File: src/rtl/fifo_rd_fwft_pkg.sv
// Shared constants and helpers for the FIFO read side: pointer width,
// output-buffer depth and level width.
package fifo_rd_fwft_pkg;

    localparam int PTR_W     = 2;
    localparam int BUF_DEPTH = 3;
    localparam int LEVEL_W   = 2;

    typedef logic [PTR_W-1:0]   ptr_t;
    typedef logic [LEVEL_W-1:0] level_t;

    // Circular index over a buffer that is not a power of two deep.
    function automatic ptr_t ptr_inc(input ptr_t p);
        return (p == ptr_t'(BUF_DEPTH - 1)) ? '0 : p + ptr_t'(1);
    endfunction

endpackage

File: src/rtl/fifo_rd_fwft.sv
// First-word-fall-through adapter on the FIFO read side: prefetches into a
// 3-entry buffer so dout is presented without waiting on the one-cycle read.
module fifo_rd_fwft
    import fifo_rd_fwft_pkg::*;
#(
    parameter int DW  = 8,
    parameter int BUF = BUF_DEPTH
) (
    input  logic          clk,
    input  logic          rst,
    input  logic          rempty,
    input  logic [DW-1:0] rdata,
    output logic          rinc,
    output logic [DW-1:0] dout,
    output logic          dout_valid,
    input  logic          dout_ready,
    output logic [1:0]    level
);

    logic [DW-1:0] mem [BUF_DEPTH];
    ptr_t          wr_idx;
    ptr_t          rd_idx;
    level_t        occ;
    logic          inflight;
    logic          pop;
    logic [LEVEL_W:0] committed;

    // Words already buffered plus the one still coming back from memory; a
    // new read is only issued when a slot is guaranteed for it, so the
    // consumer's ready never reaches rinc combinationally.
    assign committed  = {1'b0, occ} + {{LEVEL_W{1'b0}}, inflight};
    assign rinc       = ~rst & ~rempty & (committed < (LEVEL_W + 1)'(BUF));

    assign dout_valid = (occ != '0);
    assign pop        = dout_valid & dout_ready;
    assign dout       = mem[rd_idx];
    assign level      = occ;

    always_ff @(posedge clk or posedge rst) begin
        if (rst) begin
            occ      <= '0;
            inflight <= 1'b0;
            wr_idx   <= '0;
            rd_idx   <= '0;
        end else begin
            inflight <= rinc;
            if (inflight) begin
                wr_idx <= ptr_inc(wr_idx);
            end
            if (pop) begin
                rd_idx <= ptr_inc(rd_idx);
            end
            occ <= occ + level_t'(inflight) - level_t'(pop);
        end
    end

    // Storage carries no reset; occ alone decides what is valid.
    always_ff @(posedge clk) begin
        if (inflight) begin
            mem[wr_idx] <= rdata;
        end
    end

endmodule

File: config.mk
export PLATFORM = sky130hd
export DESIGN_NAME = fifo_rd_fwft
export DESIGN_NICKNAME = d
export VERILOG_FILES = /design/src/rtl/fifo_rd_fwft_pkg.sv /design/src/rtl/fifo_rd_fwft.sv
export SDC_FILE = /design/constraint.sdc
export NUM_CORES = 1
export LEC_CHECK = 0
export CAP_MARGIN = 20
export CORE_MARGIN = 3
export CORE_UTILIZATION = 54
export CTS_CLUSTER_DIAMETER = 60
export DETAILED_ROUTE_END_ITERATION = 12
export PLACE_DENSITY = 0.94
export SETUP_SLACK_MARGIN = 0.05
export SYNTH_ARGS = -nofsm -noshare
export SYNTH_HDL_FRONTEND = slang
export SYNTH_SLANG_ARGS = --single-unit
File: constraint.sdc
create_clock -name clk -period 4.04 [get_ports clk]
set_clock_uncertainty 0.15 [all_clocks]
set_input_delay 0.808 -clock clk [delete_from_list [all_inputs] [get_ports clk]]
set_output_delay 0.808 -clock clk [all_outputs]
set_load 0.02 [all_outputs]
==> impl_metrics.py <==
metrics = {
    "placement": {
        "post-place-ws_ps": 643,
        "port_buffers": 23,
        "hpwl_um": 1340,
        "place_congestion": 0.688,
    },
    "layout": {
        "multi_input_area_sq_um": 319,
        "layout_commonest_cell": "edfxtp_1",
        "area_growth_pct": 25.2,
        "nFillCells": 136,
        "diodes": 0,
        "register_area_sq_um": 896,
        "drive_gt1_share_pct": 10.9,
        "layout_common_cells": "24 x edfxtp_1, 23 x clkdlybuf4s50_1, 10 x nand2_1",
        "nets": 125,
        "postLayoutCoreUtil_pct": 75.4,
    },
    "logic_synthesis": {
        "syn_avg_cell_area_sq_um": 15.3,
        "ys_warn_count": 0,
        "ys_ff_latch": 31,
        "synth_cell_types": 19,
        "synth_area_sq_mm": 0.00125,
        "synthCells": 82,
        "synth_fp_nets": 98,
        "ys_seq_area_share_pct": 71.5,
    },
    "worst_setup_path": {
        "endpoint_kind": "primary output",
        "critPathArrivalTime_ps": 2420,
        "cp_data_required_time_ps": 3080,
        "start_kind": "flop",
        "critical-path-max-stage-delay_ps": 710,
        "critPathMostFrequentCell": "ha_1",
        "critPathSlowestCell": "clkdlybuf4s50_1",
        "path_buf_inv": 1,
        "crit_family": "buffers and inverters",
        "path_max_fanout": 5,
        "crit_chain": "ha_1, ha_1, a2111oi_0, clkdlybuf4s50_1",
        "startpoint": "level[0]$_DFF_PP0_",
        "worst-setup-path-type": "flop to primary output",
        "r2r-start": "level[1]$_DFF_PP0_",
    },
    "timing": {
        "worstMarginPinSlew_ps": 792,
        "fin_setup_tns_ps": 0,
        "finalCritPeriodShare_pct": 83.7,
        "fmax_mhz": 296,
        "fin_crit_ps": 3380,
        "slew_viol_final": 0,
        "relSlewSlack_pct": 47.0,
        "hold_viol_final": 0,
        "rsz0062_at_grt": "false",
        "setup_viol_count_final": 0,
        "holdWs_ps": 432,
        "setup_ws_ps": 659,
    },
    "clock_network": {
        "insertion_delay_ps": 320,
        "h-tree-depth": 2,
        "cts-buffers-inserted": 5,
        "cts_setup_buffers": 0,
        "cts.clk_slew.worst_paths_ps": 90,
        "clkSinkCount": 31,
        "clockRootBuffer": "clkbuf_4",
        "cts_hold_buf": 0,
        "postCtsResizedCells": 0,
        "cts_tree": "built",
        "clockBufferDepth": 2,
    },
    "global_routing": {
        "grt_antenna_before_repair": 0,
        "grt_pass1_vias": 731,
        "grt_max_degree": 20,
        "grt-ovfl-total": 0,
        "grt_pass1_wl_um": 3150,
        "grt_use_total_pct": 17.0,
    },
    "power": {
        "power-per-cell-area_mw_per_mm2": 709,
        "p_total_mw": 1.11,
        "ir_worst_vdd_v": 0.000535,
        "p_leak_nw": 0.599,
    },
    "flow_run": {
        "drv_cap": 0,
    },
    "floorplan": {
        "die-area_sq_mm": 0.00294,
        "die-width_um": 54.2,
        "num_io_pins": 24,
        "core_area_sq_mm": 0.00208,
        "die_height_um": 54.2,
        "placementRows": 16,
        "initial_core_util_pct": 60.2,
    },
    "detailed_routing": {
        "firstDrtPassIters": 4,
        "drtAntennaViolNets": 0,
        "via_count": 709,
        "wl_um": 2050,
        "drc": 0,
        "drt-initial-drc-count": 4,
        "viasPerCell": 5.18,
        "post_drt_wl_per_cell_um": 14.9,
    },
    "status": {
        "status": "finished, final reports clean",
    },
    "min_path": {
        "hold_start": "wr_idx[0]$_DFFE_PP0P_",
        "min_path_type": "flop to flop",
    },
}
## kinds of logic (layout without fill, tap and decap cells)
group	Yosys count	count (layout)	share of synthesized area [%]
fa+ha+maj	4	4	3.99
xor+xnor	2	2	1.40
simple gates	16	16	5.89
flops	31	31	71.5
mux	11	11	8.98
buf+inv	7	35	3.09
compound gates	11	11	5.19
## final timing paths
check	slack, ps	cells past startpoint	endpoint
worst max-delay path	660	4	rinc
worst min-delay path	430	1	wr_idx[0]$_DFFE_PP0P_
worst max register to register	2260	7	level[1]$_DFF_PP0_
worst min register to register	430	1	wr_idx[0]$_DFFE_PP0P_
max in group asynchronous	2920	2	rd_idx[0]$_DFFE_PP0P_
min in group asynchronous	590	2	rd_idx[1]$_DFFE_PP0P_
## where the power goes
part | leakage, nW | internal, mW | total, mW | switching [mW]
Clock | 0.0426 | 0.127 | 0.224 | 0.0971
Combinational | 0.252 | 0.208 | 0.395 | 0.187
Sequential | 0.304 | 0.408 | 0.495 | 0.0869
Total | 0.599 | 0.743 | 1.11 | 0.371
## metal layers
metal  vias to the layer above  track usage, %  part of all wire, %
li1                        347               -                    -
met1                       338            16.0                   39
met2                        18            28.7                   54
met3                         6            6.93                  4.8
met4                         0            13.3                  2.2
met5                         -               0                    0
## area by class of cell
type / count / share of cell area, %
multi-input cells: 44 / 20.3
clock inverters: 3 / 2.47
well taps: 27 / 2.15
inverters: 4 / 0.956
flip-flops and latches: 31 / 57.1
repair buffers: 23 / 14.7
clock buffers: 5 / 2.39
## flip-flops by register name, summed over array words and instances (netlist names)
name      cells
mem          24
rd_idx        2
level         2
inflight      1
wr_idx        2
## cells in the mapped netlist, drive strengths merged
| cell type | number | area (sq um) |
|---|---|---|
| a21o | 1 | 7.51 |
| nor3b | 1 | 12.5 |
| xnor2 | 2 | 17.5 |
| buf | 3 | 23.8 |
| nor2b | 1 | 6.26 |
| ha | 4 | 50.1 |
| mux2 | 2 | 22.5 |
| or2 | 1 | 6.26 |
| a2111oi | 1 | 8.76 |
| edfxtp | 24 | 721 |
| o21ai | 9 | 48.8 |
| nand2 | 10 | 37.5 |
| nor2 | 3 | 11.3 |
| inv | 4 | 15.0 |
| mux2i | 9 | 90.1 |
| dfrtp | 7 | 175 |
## stage by stage
stage / instances / area (sq um)
detailed placement: 129 / 1490
CTS: 137 / 1570
global route: 137 / 1570
floorplan: 82 / 1250
global placement: 129 / 1490
finish: 137 / 1570
(Power assumes the default switching activity.)
